===== src/rtl/uart_guess_pkg.sv =====
// Shared definitions for the number-guessing UART core: FSM encoding,
// character constants, message lengths and BCD helpers.
package uart_guess_pkg;

  typedef enum logic [2:0] {
    IDLE,
    INIT,
    PRINT_RANGE,
    PRINT_SHORT,
    READ,
    CHECK,
    UPDATE,
    WAIT_ACK
  } state_t;

  typedef enum logic {
    BCD_INC,
    BCD_DEC
  } bcd_mode_t;

  localparam logic [7:0] CH_SPACE = 8'h20;
  localparam logic [7:0] CH_TILDE = 8'h7E;
  localparam logic [7:0] CH_QUEST = 8'h3F;
  localparam logic [7:0] CH_W     = 8'h57;
  localparam logic [7:0] CH_I     = 8'h49;
  localparam logic [7:0] CH_N     = 8'h4E;
  localparam logic [7:0] CH_LF    = 8'h0A;
  localparam logic [7:0] CH_CR    = 8'h0D;
  localparam logic [7:0] ASCII_0  = 8'd48;

  localparam int unsigned MSG_BAD_LEN = 3;  // "?\n\r"
  localparam int unsigned MSG_WIN_LEN = 5;  // "WIN\n\r"

  // "<lower>~<upper>\n\r"
  function automatic int unsigned range_len(input int unsigned digits);
    return 2 * digits + 3;
  endfunction

  // Digitwise BCD a < b, most significant digit decides first.
  // Operands are zero-extended to four digits by the caller.
  function automatic logic bcd_lt(input logic [15:0] a, input logic [15:0] b);
    logic done;
    logic lt;
    done = 1'b0;
    lt   = 1'b0;
    for (int unsigned i = 0; i < 4; i++) begin
      if (!done && a[4*(3-i) +: 4] != b[4*(3-i) +: 4]) begin
        lt   = a[4*(3-i) +: 4] < b[4*(3-i) +: 4];
        done = 1'b1;
      end
    end
    return lt;
  endfunction

  // Character at position i of the short reply (win or reject).
  function automatic logic [7:0] short_char(input logic win, input logic [2:0] i);
    logic [7:0] ch;
    ch = CH_CR;
    if (win) begin
      case (i)
        3'd0:    ch = CH_W;
        3'd1:    ch = CH_I;
        3'd2:    ch = CH_N;
        3'd3:    ch = CH_LF;
        default: ch = CH_CR;
      endcase
    end else begin
      case (i)
        3'd0:    ch = CH_QUEST;
        3'd1:    ch = CH_LF;
        default: ch = CH_CR;
      endcase
    end
    return ch;
  endfunction

endpackage


===== src/rtl/uart_guess_core_if.sv =====
// Host handshake and line-buffer port of the guessing core.
// master = core side, slave = host / buffer side.
interface uart_guess_core_if #(
  parameter int unsigned WIDTH = 8,
  parameter int unsigned LEN   = 256
);
  localparam int unsigned AW = $clog2(LEN);

  logic          cmd_valid;
  logic [AW-1:0] cmd_len;
  logic          msg_valid;
  logic [AW-1:0] msg_len;
  logic          msg_ack;
  logic [AW-1:0] addr;
  logic [WIDTH-1:0] din;
  logic          we;
  logic [WIDTH-1:0] dout;

  modport master (
    input  cmd_valid, cmd_len, msg_ack, dout,
    output msg_valid, msg_len, addr, din, we
  );

  modport slave (
    output cmd_valid, cmd_len, msg_ack, dout,
    input  msg_valid, msg_len, addr, din, we
  );

endinterface


===== src/rtl/uart_guess_core_bcd_step.sv =====
// Combinational DIGITS-wide BCD increment / decrement with ripple carry/borrow.
module bcd_step
  import uart_guess_pkg::*;
#(
  parameter int unsigned DIGITS = 2
) (
  input  logic [4*DIGITS-1:0] d,
  input  bcd_mode_t           mode,
  output logic [4*DIGITS-1:0] q
);

  logic       carry;
  logic [3:0] nib;

  // Walk from the units digit up, propagating carry (inc) or borrow (dec).
  always_comb begin
    q     = d;
    carry = 1'b1;
    nib   = 4'h0;
    for (int unsigned k = 0; k < DIGITS; k++) begin
      nib = d[4*k +: 4];
      if (carry) begin
        if (mode == BCD_INC) begin
          if (nib == 4'h9) begin
            q[4*k +: 4] = 4'h0;
          end else begin
            q[4*k +: 4] = nib + 4'h1;
            carry       = 1'b0;
          end
        end else begin
          if (nib == 4'h0) begin
            q[4*k +: 4] = 4'h9;
          end else begin
            q[4*k +: 4] = nib - 4'h1;
            carry       = 1'b0;
          end
        end
      end
    end
  end

endmodule


===== src/rtl/uart_guess_core.sv =====
// Number-guessing game engine: prints the current BCD range into the line
// buffer, reads guesses back from it, narrows the range or announces a win.
module uart_guess_core
  import uart_guess_pkg::*;
#(
  parameter int unsigned WIDTH  = 8,
  parameter int unsigned LEN    = 256,
  parameter int unsigned DIGITS = 2
) (
  input  logic                clk,
  input  logic                rst,
  input  logic [4*DIGITS-1:0] ans,
  uart_guess_core_if.master   bus
);

  localparam int unsigned AW = $clog2(LEN);
  localparam int unsigned BW = 4 * DIGITS;

  localparam logic [AW-1:0] LEN_MIN     = AW'(DIGITS);
  localparam logic [AW-1:0] LEN_MAX     = AW'(DIGITS + 2);
  localparam logic [AW-1:0] RANGE_LEN_A = AW'(range_len(DIGITS));
  localparam logic [AW-1:0] RANGE_LAST  = AW'(range_len(DIGITS) - 1);
  localparam logic [AW-1:0] WIN_LEN_A   = AW'(MSG_WIN_LEN);
  localparam logic [AW-1:0] BAD_LEN_A   = AW'(MSG_BAD_LEN);
  localparam logic [BW-1:0] ALL_NINES   = {DIGITS{4'h9}};

  state_t        state_q, state_d;
  logic [AW-1:0] idx_q, idx_d;
  logic [BW-1:0] lower_q, upper_q, answer_q, guess_q;
  logic [BW-1:0] guess_inc, guess_dec;
  logic [AW-1:0] len_q;
  logic [AW-1:0] msg_len_q;
  logic          bad_q;
  logic          win_q;
  logic          rd_pend_q;
  logic [AW-1:0] rd_pos_q;
  logic          read_issue;
  logic [7:0]    rd_ch;
  logic          len_ok;
  logic          guess_ok;
  logic          guess_eq;
  logic          guess_lt_ans;
  logic [AW-1:0] short_last;

  // Bound digit k (0 = most significant); leading zeros blank except units.
  function automatic logic [7:0] digit_char(input logic [BW-1:0] v, input int unsigned k);
    logic lead;
    lead = 1'b1;
    for (int unsigned j = 0; j < DIGITS; j++) begin
      if (j <= k && v[4*(DIGITS-1-j) +: 4] != 4'h0) lead = 1'b0;
    end
    if (lead && k != DIGITS - 1) return CH_SPACE;
    return ASCII_0 + {4'h0, v[4*(DIGITS-1-k) +: 4]};
  endfunction

  // Character at position i of "<lower>~<upper>\n\r".
  function automatic logic [7:0] range_char(input logic [AW-1:0] i,
                                            input logic [BW-1:0] lo,
                                            input logic [BW-1:0] hi);
    logic [7:0] ch;
    ch = CH_CR;
    for (int unsigned k = 0; k < DIGITS; k++) begin
      if (i == AW'(k))              ch = digit_char(lo, k);
      if (i == AW'(DIGITS + 1 + k)) ch = digit_char(hi, k);
    end
    if (i == AW'(DIGITS))         ch = CH_TILDE;
    if (i == AW'(2 * DIGITS + 1)) ch = CH_LF;
    return ch;
  endfunction

  bcd_step #(.DIGITS(DIGITS)) u_inc (.d(guess_q), .mode(BCD_INC), .q(guess_inc));
  bcd_step #(.DIGITS(DIGITS)) u_dec (.d(guess_q), .mode(BCD_DEC), .q(guess_dec));

  assign rd_ch        = 8'(bus.dout);
  assign len_ok       = (len_q >= LEN_MIN) && (len_q <= LEN_MAX);
  assign guess_eq     = (guess_q == answer_q);
  assign guess_lt_ans = bcd_lt(16'(guess_q), 16'(answer_q));
  assign guess_ok     = len_ok && !bad_q
                        && !bcd_lt(16'(guess_q), 16'(lower_q))
                        && !bcd_lt(16'(upper_q), 16'(guess_q));
  assign short_last   = win_q ? AW'(MSG_WIN_LEN - 1) : AW'(MSG_BAD_LEN - 1);
  assign bus.msg_len  = msg_len_q;

  // FSM state and position counter.
  always_ff @(posedge clk or negedge rst) begin
    if (!rst) begin
      state_q <= INIT;
      idx_q   <= '0;
    end else begin
      state_q <= state_d;
      idx_q   <= idx_d;
    end
  end

  // Next state and buffer-port / handshake outputs decoded from the state.
  always_comb begin
    state_d       = state_q;
    idx_d         = idx_q;
    read_issue    = 1'b0;
    bus.we        = 1'b0;
    bus.addr      = '0;
    bus.din       = '0;
    bus.msg_valid = 1'b0;
    case (state_q)
      INIT: begin
        state_d = PRINT_RANGE;
        idx_d   = '0;
      end
      PRINT_RANGE: begin
        bus.we   = 1'b1;
        bus.addr = idx_q;
        bus.din  = WIDTH'(range_char(idx_q, lower_q, upper_q));
        if (idx_q == RANGE_LAST) begin
          state_d = WAIT_ACK;
          idx_d   = '0;
        end else begin
          idx_d = idx_q + AW'(1);
        end
      end
      PRINT_SHORT: begin
        bus.we   = 1'b1;
        bus.addr = idx_q;
        bus.din  = WIDTH'(short_char(win_q, 3'(idx_q)));
        if (idx_q == short_last) begin
          state_d = WAIT_ACK;
          idx_d   = '0;
        end else begin
          idx_d = idx_q + AW'(1);
        end
      end
      WAIT_ACK: begin
        bus.msg_valid = 1'b1;
        if (bus.msg_ack) state_d = win_q ? INIT : IDLE;
      end
      IDLE: begin
        if (bus.cmd_valid) begin
          state_d = READ;
          idx_d   = '0;
        end
      end
      READ: begin
        // One extra cycle after the last address lets the final byte land.
        if (!len_ok || idx_q == len_q) begin
          state_d = CHECK;
        end else begin
          read_issue = 1'b1;
          bus.addr   = idx_q;
          idx_d      = idx_q + AW'(1);
        end
      end
      CHECK: begin
        idx_d   = '0;
        state_d = (!guess_ok || guess_eq) ? PRINT_SHORT : UPDATE;
      end
      UPDATE: begin
        state_d = PRINT_RANGE;
        idx_d   = '0;
      end
      default: state_d = INIT;
    endcase
  end

  // Game datapath: range bounds, answer, guess capture and message length.
  always_ff @(posedge clk or negedge rst) begin
    if (!rst) begin
      lower_q   <= '0;
      upper_q   <= ALL_NINES;
      answer_q  <= '0;
      guess_q   <= '0;
      len_q     <= '0;
      msg_len_q <= '0;
      bad_q     <= 1'b0;
      win_q     <= 1'b0;
      rd_pend_q <= 1'b0;
      rd_pos_q  <= '0;
    end else begin
      rd_pend_q <= read_issue;
      rd_pos_q  <= idx_q;
      if (rd_pend_q) begin
        if (rd_pos_q < LEN_MIN) begin
          if (rd_ch < ASCII_0 || rd_ch > ASCII_0 + 8'd9) bad_q <= 1'b1;
          for (int unsigned k = 0; k < DIGITS; k++) begin
            if (rd_pos_q == AW'(k)) guess_q[4*(DIGITS-1-k) +: 4] <= rd_ch[3:0];
          end
        end else if (rd_ch != CH_CR && rd_ch != CH_LF) begin
          bad_q <= 1'b1;
        end
      end
      case (state_q)
        INIT: begin
          lower_q  <= '0;
          upper_q  <= ALL_NINES;
          answer_q <= ans;
          win_q    <= 1'b0;
        end
        IDLE: begin
          if (bus.cmd_valid) begin
            len_q   <= bus.cmd_len;
            bad_q   <= 1'b0;
            guess_q <= '0;
          end
        end
        CHECK:  win_q <= guess_ok && guess_eq;
        UPDATE: begin
          if (guess_lt_ans) lower_q <= guess_inc;
          else              upper_q <= guess_dec;
        end
        PRINT_RANGE: begin
          if (idx_q == RANGE_LAST) msg_len_q <= RANGE_LEN_A;
        end
        PRINT_SHORT: begin
          if (idx_q == short_last) msg_len_q <= win_q ? WIN_LEN_A : BAD_LEN_A;
        end
        default: ;
      endcase
    end
  end

endmodule


===== src/flat_wrapper.sv =====
// flat-port wrapper written by rule: the top's interface ports become plain ports
module uart_guess_core_flat import uart_guess_pkg::*;
#(
  parameter int unsigned WIDTH  = 8,
  parameter int unsigned LEN    = 256,
  parameter int unsigned DIGITS = 2
)
  (clk, rst, ans, bus_cmd_valid, bus_cmd_len, bus_msg_ack, bus_dout, bus_msg_valid, bus_msg_len, bus_addr, bus_din, bus_we);
  uart_guess_core_if #(.WIDTH(WIDTH), .LEN(LEN)) bus_i ();
  input  logic clk;
  input  logic rst;
  input  logic [4*DIGITS-1:0] ans;
  input wire logic [$bits(bus_i.cmd_valid)-1:0] bus_cmd_valid;
  input wire logic [$bits(bus_i.cmd_len)-1:0] bus_cmd_len;
  input wire logic [$bits(bus_i.msg_ack)-1:0] bus_msg_ack;
  input wire logic [$bits(bus_i.dout)-1:0] bus_dout;
  output wire logic [$bits(bus_i.msg_valid)-1:0] bus_msg_valid;
  output wire logic [$bits(bus_i.msg_len)-1:0] bus_msg_len;
  output wire logic [$bits(bus_i.addr)-1:0] bus_addr;
  output wire logic [$bits(bus_i.din)-1:0] bus_din;
  output wire logic [$bits(bus_i.we)-1:0] bus_we;
  assign bus_i.cmd_valid = bus_cmd_valid;
  assign bus_i.cmd_len = bus_cmd_len;
  assign bus_i.msg_ack = bus_msg_ack;
  assign bus_i.dout = bus_dout;
  assign bus_msg_valid = bus_i.msg_valid;
  assign bus_msg_len = bus_i.msg_len;
  assign bus_addr = bus_i.addr;
  assign bus_din = bus_i.din;
  assign bus_we = bus_i.we;
  uart_guess_core #(.WIDTH(WIDTH), .LEN(LEN), .DIGITS(DIGITS)) u_core (.clk(clk), .rst(rst), .ans(ans), .bus(bus_i));
endmodule

===== config.mk =====
export PLATFORM = sky130hd
export DESIGN_NAME = uart_guess_core_flat
export DESIGN_NICKNAME = d
export VERILOG_FILES = /design/src/rtl/uart_guess_pkg.sv /design/src/rtl/uart_guess_core_if.sv /design/src/rtl/uart_guess_core_bcd_step.sv /design/src/rtl/uart_guess_core.sv /design/src/flat_wrapper.sv
export SDC_FILE = /design/constraint.sdc
export NUM_CORES = 1
export LEC_CHECK = 0
export CORE_ASPECT_RATIO = 0.9
export CORE_MARGIN = 2
export CORE_UTILIZATION = 40
export CTS_CLUSTER_SIZE = 20
export DETAILED_ROUTE_END_ITERATION = 10
export PLACE_DENSITY_LB_ADDON = 0.12
export SYNTH_ARGS = -nofsm -noshare
export SYNTH_HDL_FRONTEND = slang
export SYNTH_SLANG_ARGS = --single-unit
export TNS_END_PERCENT = 20

===== constraint.sdc =====
create_clock -name clk -period 2.9 [get_ports clk]
set_clock_uncertainty 0.15 [all_clocks]
set_input_delay 0.58 -clock clk [delete_from_list [all_inputs] [get_ports clk]]
set_output_delay 0.58 -clock clk [all_outputs]
set_load 0.02 [all_outputs]

# [Word level (Yosys, flattened, before mapping)]
# Index checks and enable logic that the tools add are counted.
# Widths: inputs -> output; s select.
[totals] input_bits=28 wordCells=195 register_bits=70 out_inout_bits=26
[classes] order_cmp=11 n_eq_ne=38 add_sub_neg=9 mux=84 reduce_logical=41
[ops] operator="$mux 8" count=24
[ops] operator="$pmux 8 s2" count=5
[ops] operator="$pmux 8 s5" count=1
[ops] operator="$mux 1" count=34
[ops] operator="$mux 4" count=8
[ops] operator="$add 6x4->7 const A" count=4
[ops] operator="$pmux 7 s4" count=1
[ops] operator="$eq 8x3->1 const B" count=3
[ops] operator="$eq 8x8->1" count=3
[ops] operator="$lt 4x4->1" count=6
[ops] operator="$mux 3" count=8
[ops] operator="$ne 4x4->1" count=6
[ops] operator="$pmux 3 s7" count=1
[ops] operator="$eq 8x1->1 const B" count=2
[ops] operator="$eq 8x2->1 const B" count=2
[ops] operator="$logic_not 8->1" count=2
[ops] operator="$ne 8x4->1 const B" count=2
[ops] operator="$eq 3x2->1 const B" count=4
[ops] operator="$eq 3x3->1 const B" count=4
[ops] operator="$pmux 6 s2" count=1
[ops] operator="$logic_and 1x1->1" count=9
[ops] operator="$add 4x1->4 const B" count=2
[ops] operator="$add 8x1->8 const B" count=1
[ops] operator="$eq 4x4->1 const B" count=2
[ops] operator="other kinds (22)" count=48

# [Logic depth before layout (Yosys ltp)]
# Gate-level depths: netlist (run 1).
[depth] depth_word=15 depth_mapped=9 mapped_depth_nobuf=8

# [Cells and area by module]
# Synthesis (run 1) repeated with hierarchy kept, for this count alone.
[unflattened] hier_cells=562 hier_area_um2=4948.5
[by_module_without_submodules] mod="uart_guess_core" area_each_um2=4195.3 cells_per_inst=450 instances=1
[by_module_without_submodules] mod="bcd_step" area_each_um2=376.6 cells_per_inst=56 instances=2

# [Worst setup path before layout (run 1)]
# Ideal clock, no wire load.
[synth_path] path_kind="reg2out" start="register u_core.idx_q[1]" end="output bus_din[1]" slack_ps=200 stages_incl_launch_ff=9 t_required_ps=2170 t_arrival_ps=1970 n_path_buf=2 path_cell_list="dfrtp_1 inv_1 ha_1 clkbuf_1 clkbuf_1 nor2_1 nor2_1 o22ai_1 o21ai_0"
[synth_between] elab_chain_len=8
[synth_lines] element="start: declaration" line="uart_guess_core.sv:28" source="logic [AW-1:0] idx_q, idx_d;"
[synth_lines] element="start signal: assignment" line="uart_guess_core.sv:91" source="idx_q <= idx_d;"
[synth_lines] element="$logic_not 8->1" line="uart_guess_core.sv:63" source="if (i == AW'(k)) ch = digit_char(lo, k);"
[synth_lines] element="$mux 8" line="uart_guess_core.sv:63"
[synth_lines] element="$mux 8" line="uart_guess_core.sv:64" source="if (i == AW'(DIGITS + 1 + k)) ch = digit_char(hi, k);"
[synth_lines] element="$mux 8" line="uart_guess_core.sv:63"
[synth_lines] element="$mux 8" line="uart_guess_core.sv:64"
[synth_lines] element="$mux 8" line="uart_guess_core.sv:66" source="if (i == AW'(DIGITS)) ch = CH_TILDE;"
[synth_lines] element="$mux 8" line="uart_guess_core.sv:67" source="if (i == AW'(2 * DIGITS + 1)) ch = CH_LF;"
[synth_lines] element="$pmux 8 s2 (*)" line="uart_guess_core.sv:104" source="case (state_q)"
[synth_lines] element="end: declaration" line="flat_wrapper.sv:20" source="output wire logic [$bits(bus_i.din)-1:0] bus_din;"
# Every way passes the cells marked *; elsewhere a longest branch is shown, timed or not.

# [Worst setup path after layout (run 1)]
[layout_path] start="register u_core.idx_q[1]" end="output bus_din[3]"
# Same word-level chain as after synthesis.

==> results of run 1 <==
routing by layer:
metal / wire length (µm) / part of all wire [%]
met5: 0 / 0
met1: 6410 / 52
met4: 129 / 1.1
met3: 464 / 3.8
met2: 5270 / 43
registers in the layout, summed over array words and instances, names as in the netlist:
register            flops
u_core.answer_q         8
u_core.rd_pend_q        1
u_core.len_q            8
u_core.lower_q          8
u_core.bus.msg_len      3
u_core.upper_q          8
u_core.rd_pos_q         8
u_core.win_q            1
u_core.guess_q          8
u_core.state_q          3
u_core.bad_q            1
u_core.idx_q            8
through the flow:
stage	worst slack (ns)	instance area, µm²	setup TNS, ns
after floorplan	0.200	4490	0
after global placement	-0.0434	5380	-0.0933
after detailed placement	-0.0682	5380	-0.631
after CTS	-0.165	5620	-0.313
after global routing	-0.0897	5790	-0.506
final	-0.0205	5790	-0.0205
placed cells by master, fill, tap and decap left out, drive strengths merged, types with 3 or more instances in the layout:
master / count
nand2: 72
buf: 62
dfrtp: 60
o21ai: 44
ha: 42
nor2: 41
inv: 37
clkdlybuf4s50: 31
a21oi: 20
mux2i: 14
nor3: 14
clkbuf: 14
nand3: 11
and2: 10
o31ai: 9
nand2b: 9
mux2: 9
xor2: 8
nor4: 8
o22ai: 7
nor2b: 6
xnor2: 6
a211oi: 6
conb: 6
nand4: 5
dfstp: 5
and3: 4
nor3b: 3
or4: 3
or2: 3
o311ai: 3
critical path: stages (launching register included):
cell and delay (ns):
dfrtp_2 0.44, buf_4 0.15, ha_4 0.17, ha_2 0.17, nand2b_4 0.14, o41a_1 0.42
nor2_2 0.15, a21oi_2 0.07, buf_6 0.14
kinds of logic after synthesis:
group,Yosys count
AND/OR/NAND/NOR,194
AO/OA/AOI/OAI,112
flip-flops,65
buffers and inverters,62
adder cells (fa/ha/maj),42
multiplexers,23
XOR/XNOR,14
other,1
area by class of cell:
| class | instances | area (µm²) | share of cell area (%) |
|---|---|---|---|
| repair buffers | 95 | 855 | 14.8 |
| well taps | 152 | 190 | 3.29 |
| inverters | 37 | 139 | 2.40 |
| multi-input cells | 391 | 2680 | 46.3 |
| clock inverters | 2 | 12.5 | 0.216 |
| flip-flops and latches | 65 | 1640 | 28.3 |
| clock buffers | 14 | 274 | 4.73 |
worst paths after layout:
check	startpoint	to	cells after the start
min in group clk	u_core.bus.msg_len[0]$_DFFE_PN0P_	u_core.bus.msg_len[0]$_DFFE_PN0P_	1
max in group asynchronous	rst	u_core.len_q[7]$_DFFE_PN0P_	2
min	rst	u_core.answer_q[1]$_DFFE_PN0P_	1
min reg2reg	u_core.bus.msg_len[0]$_DFFE_PN0P_	u_core.bus.msg_len[0]$_DFFE_PN0P_	1
max	u_core.idx_q[1]$_DFFE_PN0P_	bus_din[3]	8
max reg2reg	u_core.state_q[0]$_DFFE_PN1P_	u_core.idx_q[4]$_DFFE_PN0P_	8
timing repair:
action | CTS | global route
endpoints found under the hold margin | 0 | 0
setup buffers | 0 | 2
endpoints found under the setup margin | 15 | 15
pin swaps | 1 | 10
gates resized for setup | 58 | 51
where the power goes:
part / internal, mW / switching, mW
sequential: 1.24 / 0.350
combinational: 1.64 / 2.11
clock: 0.648 / 0.397
total: 3.53 / 2.85
Yosys cell counts (2+ instances only):
master | n | area (µm²)
a22oi_1 | 2 | 15.0
clkbuf_1 | 15 | 56.3
a21o_1 | 2 | 15.0
o2111ai_1 | 2 | 17.5
and3b_1 | 2 | 17.5
or2_1 | 3 | 18.8
buf_2 | 3 | 15.0
nand2_1 | 72 | 270
a21oi_1 | 19 | 95.1
o311ai_0 | 3 | 26.3
o21ai_0 | 38 | 190
nand2b_1 | 9 | 56.3
nor2b_1 | 6 | 37.5
nand3_1 | 11 | 55.1
and3_1 | 4 | 25.0
and2_1 | 10 | 62.6
o31ai_1 | 9 | 67.6
xor2_1 | 8 | 70.1
a32o_1 | 2 | 20.0
xnor2_1 | 6 | 52.6
o32a_1 | 2 | 20.0
o211ai_1 | 2 | 15.0
inv_2 | 2 | 7.51
mux2_2 | 3 | 33.8
a211oi_1 | 6 | 45.0
nor2_1 | 41 | 154
nor3_1 | 12 | 60.1
dfrtp_1 | 60 | 1500
a41oi_1 | 2 | 17.5
nor3b_1 | 3 | 22.5
mux2i_1 | 14 | 140
buf_4 | 6 | 45.0
dfstp_2 | 5 | 131
o22ai_1 | 7 | 43.8
o21ai_1 | 6 | 30.0
inv_1 | 35 | 131
nand4_1 | 5 | 31.3
ha_1 | 42 | 526
or4_1 | 3 | 22.5
or3_1 | 2 | 12.5
nor4_2 | 3 | 37.5
nor4_1 | 5 | 31.3
mux2_1 | 6 | 67.6
==> flow_summary.json, run 1 <==
{
  "wl_mm": 12.3,
  "finalCriticalPeriod_ns": 2.92,
  "placed_cells": 738,
  "numPortBuffers": 47,
  "use_met1_pct": 32.9,
  "avgViaCountPerCell": 5.28,
  "nNetsFinal": 669,
  "cts-root-buf": "clkbuf_16",
  "worstPathArrival_ns": 2.19,
  "pin_count": 54,
  "timing.reg2reg.setup_slack_ns": 0.21,
  "layout_setup_ws_ns": -0.0205,
  "die-area_mm2": 0.0120,
  "ir_drop_uv": 458,
  "final_util_pct": 53.3,
  "synth-simple-area-share_pct": 21.2,
  "synth_edf_count": 0,
  "hold-worst-slack_ns": 0.223,
  "cap_violations": 0,
  "area_growth_pct": 29.5,
  "avgSynthCellArea_um2": 8.71,
  "grt.busiest_layer": "met1",
  "slew_headroom_pct": 40.7,
  "die_w_um": 115,
  "synth_cell_type_count": 58,
  "synth_top_family_by_area": "simple AND/OR/NAND/NOR gates",
  "grt.overflow.total": 0,
  "antenna_found_initial": 0,
  "drc": 0,
  "stdcell_count": 756,
  "fillers": 1033,
  "p_leak_nw": 2.69,
  "cts_tree": "built",
  "vias": 3990,
  "drive_gt1_share_pct": 19.4,
  "timing.final.crit_share_pct": 101,
  "ys_seq_elements": 65,
  "critPathMaxFanout": 6,
  "cts_max_path_buffers": 2,
  "p_per_area_mw_per_mm2": 1100,
  "criticalPathCategory": "flip-flop to output pin",
  "synthAdderAreaFrac_pct": 11.8,
  "hold_viol": 0,
  "setup_viol": 1,
  "clock_sinks": 65,
  "path_clk_slew_ns": 0.06,
  "synthXorXnorAreaFrac_pct": 2.74,
  "grt_max_degree": 37,
  "drt-pass1-iter-count": 4,
  "met3_usage_pct": 3.67,
  "ys_seq_area_share_pct": 36.5,
  "grt_pass1_wl_mm": 19.9,
  "async_flop_share_pct": 100,
  "failed_checks": "negative setup slack",
  "syn_area_mm2": 0.00447,
  "power_mw": 6.38,
  "slew_viol_final": 0,
  "drtIter0Drc": 228,
  "rsz0062_at_grt": "true",
  "synth_ff_type": "dfrtp_1",
  "fmax_ghz": 0.342,
  "hold_path.class": "input pin to asynchronous set/reset pin",
  "tightest_slew_ns": 0.890,
  "dp_hpwl_mm": 9.52,
  "critPathLaunchType": "flip-flop",
  "yosysWarnings": 0,
  "die_h_um": 104,
  "clk_latency_ns": 0.33,
  "cp.required_ns": 2.17,
  "netlist_instances": 513,
  "row_count": 36,
  "n_antenna_cell": 0,
  "grtUsageMet2_pct": 30.6,
  "grt_usage_pct": 21.3,
  "outcome": "finished with violations",
  "synth_compound_area_share_pct": 16.3,
  "start_util_pct": 41.2,
  "cts_buffers": 9,
  "htreeDepth": 3,
  "ctsHoldBuffers": 0,
  "drtAntennaViolNets": 0,
  "gp_congestion": 0.892,
  "grt_pass1_vias": 3792,
  "worstSetupEndpointType": "output pin",
  "muxShareOfSynthArea_pct": 5.40,
  "core_area_mm2": 0.0109,
  "routedWlPerCell_um": 16.2
}
(Power assumes the default switching activity.)
==> inputs of run 2 (changes only) <==
- clock period: 2.9 -> 3.6 ns (I/O delays scaled with it)
==> flow_summary.json, run 2 (synthesis results as in run 1) <==
{
  "outcome": "finished, final reports clean",
  "power.switching_mw": 2.18,
  "worstPathArrival_ns": 2.68,
  "vias": 3818,
  "tightest_slew_ns": 0.663,
  "htreeDepth": 3,
  "layout_commonest_cell": "nand2_1",
  "hold-worst-slack_ns": 0.258,
  "power_mw": 4.91,
  "row_count": 36,
  "ir_drop_uv": 340,
  "clkPwrFrac_pct": 18.8,
  "crit_family": "simple AND/OR/NAND/NOR gates",
  "n_antenna_cell": 0,
  "max_stage_delay_ns": 0.55,
  "drt-pass1-iter-count": 5,
  "pwr-share-comb_pct": 54.4,
  "grt_pass1_wl_mm": 19.8,
  "die-area_mm2": 0.0120,
  "placed_cells": 709,
  "cts_max_path_buffers": 2,
  "antenna_found_initial": 0,
  "finalCriticalPeriod_ns": 3.55,
  "rsz0062_at_grt": "true",
  "drtIter0Drc": 232,
  "fillers": 1030,
  "cts_buffers": 9,
  "clk_latency_ns": 0.33,
  "timing.rr.start": "u_core.state_q[0]$_DFFE_PN1P_",
  "final_util_pct": 50.3,
  "fmax_ghz": 0.282,
  "slew_headroom_pct": 55.8,
  "rr_endpoint": "u_core.idx_q[5]$_DFFE_PN0P_",
  "pre_cts_ws_ns": 0.400,
  "hold_path.class": "input pin to asynchronous set/reset pin",
  "pin_count": 54,
  "cap_violations": 0,
  "area_growth_pct": 22.2,
  "die_h_um": 104,
  "p_leak_nw": 2.51,
  "path_clk_slew_ns": 0.06,
  "worst-path-buf-inv": 1,
  "setup_viol": 0,
  "critPathMaxFanout": 7,
  "critPathLaunchType": "flip-flop",
  "ctsHoldBuffers": 0,
  "drc": 0,
  "numPortBuffers": 47,
  "start_util_pct": 41.2,
  "nNetsFinal": 638,
  "pwr-share-seq_pct": 26.8,
  "final_area_mm2": 0.00546,
  "r2r_cells": 9,
  "worstSetupEndpointType": "output pin",
  "grt_pass1_vias": 3763,
  "p_per_area_mw_per_mm2": 899,
  "post_cts_buffers": 0,
  "internal-power_mw": 2.73,
  "drtAntennaViolNets": 0,
  "stdcell_count": 725,
  "timing.final.crit_share_pct": 98.6,
  "cts_tree": "built",
  "crit_chain": "ha_1 > nand2b_1 > or4_1 > nor2_1 > a21oi_1 > nor4_1 > o22ai_1 > clkdlybuf4s50_1",
  "grt.overflow.total": 0,
  "place_area_mm2": 0.00514,
  "criticalPathCategory": "flip-flop to output pin",
  "swShare_pct": 44.5,
  "timing.reg2reg.setup_slack_ns": 0.94,
  "final_cell_mix": "nand2_1 (72), dfrtp_1 (59), clkdlybuf4s50_1 (45)",
  "gp_congestion": 0.912,
  "layout_setup_ws_ns": 0.0487,
  "drive_gt1_share_pct": 9.08,
  "core_area_mm2": 0.0109,
  "cp.required_ns": 2.73,
  "cts-root-buf": "clkbuf_16",
  "wl_mm": 11.8,
  "hold_viol": 0,
  "avgViaCountPerCell": 5.27,
  "clock_sinks": 65,
  "crit_path_top_delay_cell": "clkdlybuf4s50_1",
  "routedWlPerCell_um": 16.3,
  "final.setup.tns_ns": 0,
  "die_w_um": 115,
  "slew_viol_final": 0,
  "dp_hpwl_mm": 9.10,
  "grt_usage_pct": 21.2,
  "grt_max_degree": 30
}
[run 2: cell types whose count changed in the layout (fill, tap and decap cells not counted), sizes merged]
cell,delta
buf,-44
clkinv,+2
clkbuf,-4
bufinv,+2
clkdlybuf4s50,+14
dlymetal6s2s,+1
clkdlybuf4s15,-1
dlygate4sd2,-1
[run 2: worst max-delay path by stage]
stage | from | to | slack [ns] | cells after the start
3_3_place_gp | u_core.idx_q[2]$_DFFE_PN0P_ | bus_addr[1] | 0.47 | 6
2_1_floorplan | u_core.idx_q[1]$_DFFE_PN0P_ | bus_din[1] | 0.76 | 8
3_5_place_dp | u_core.idx_q[2]$_DFFE_PN0P_ | bus_addr[1] | 0.40 | 6
6_report | u_core.idx_q[0]$_DFFE_PN0P_ | bus_din[4] | 0.05 | 8
4_1_cts | u_core.idx_q[2]$_DFFE_PN0P_ | bus_addr[1] | 0.04 | 6
5_1_grt | u_core.idx_q[1]$_DFFE_PN0P_ | bus_din[0] | -0.13 | 8
[run 2: power groups by stage]
| stage | sequential (mW) | combinational [mW] | clock [mW] |
|---|---|---|---|
| 2_1_floorplan | 1.20 | 1.90 | 0 |
| 3_3_place_gp | 1.32 | 2.61 | 0 |
| 3_5_place_dp | 1.32 | 2.64 | 0 |
| 4_1_cts | 1.31 | 2.67 | 0.939 |
| 5_1_grt | 1.36 | 3.03 | 0.975 |
| 6_report | 1.32 | 2.67 | 0.921 |
[run 2: area by class of cell]
type | count | area [µm²] | share of cell area, %
clock buffer | 10 | 229 | 4.19
sequential | 65 | 1630 | 29.9
clock inverter | 6 | 82.6 | 1.51
inverter | 37 | 139 | 2.54
tap | 152 | 190 | 3.48
timing repair buffer | 64 | 596 | 10.9
multi-input combinational | 391 | 2590 | 47.5
[run 2: routing by layer]
| metal | share of wire (%) | up-vias | wire (µm) | global-route usage (%) |
|---|---|---|---|---|
| met5 | 0 | - | 0 | 0 |
| met4 | 1.4 | 0 | 161 | 4.91 |
| met2 | 43 | 102 | 5100 | 29.8 |
| li1 | - | 1904 | - | - |
| met1 | 50 | 1799 | 5960 | 32.5 |
| met3 | 5.1 | 13 | 604 | 5.07 |
[run 2: what timing repair did]
item	CTS	global route
hold endpoints to repair	0	0
setup endpoints to repair	0	13
resized for setup	0	3
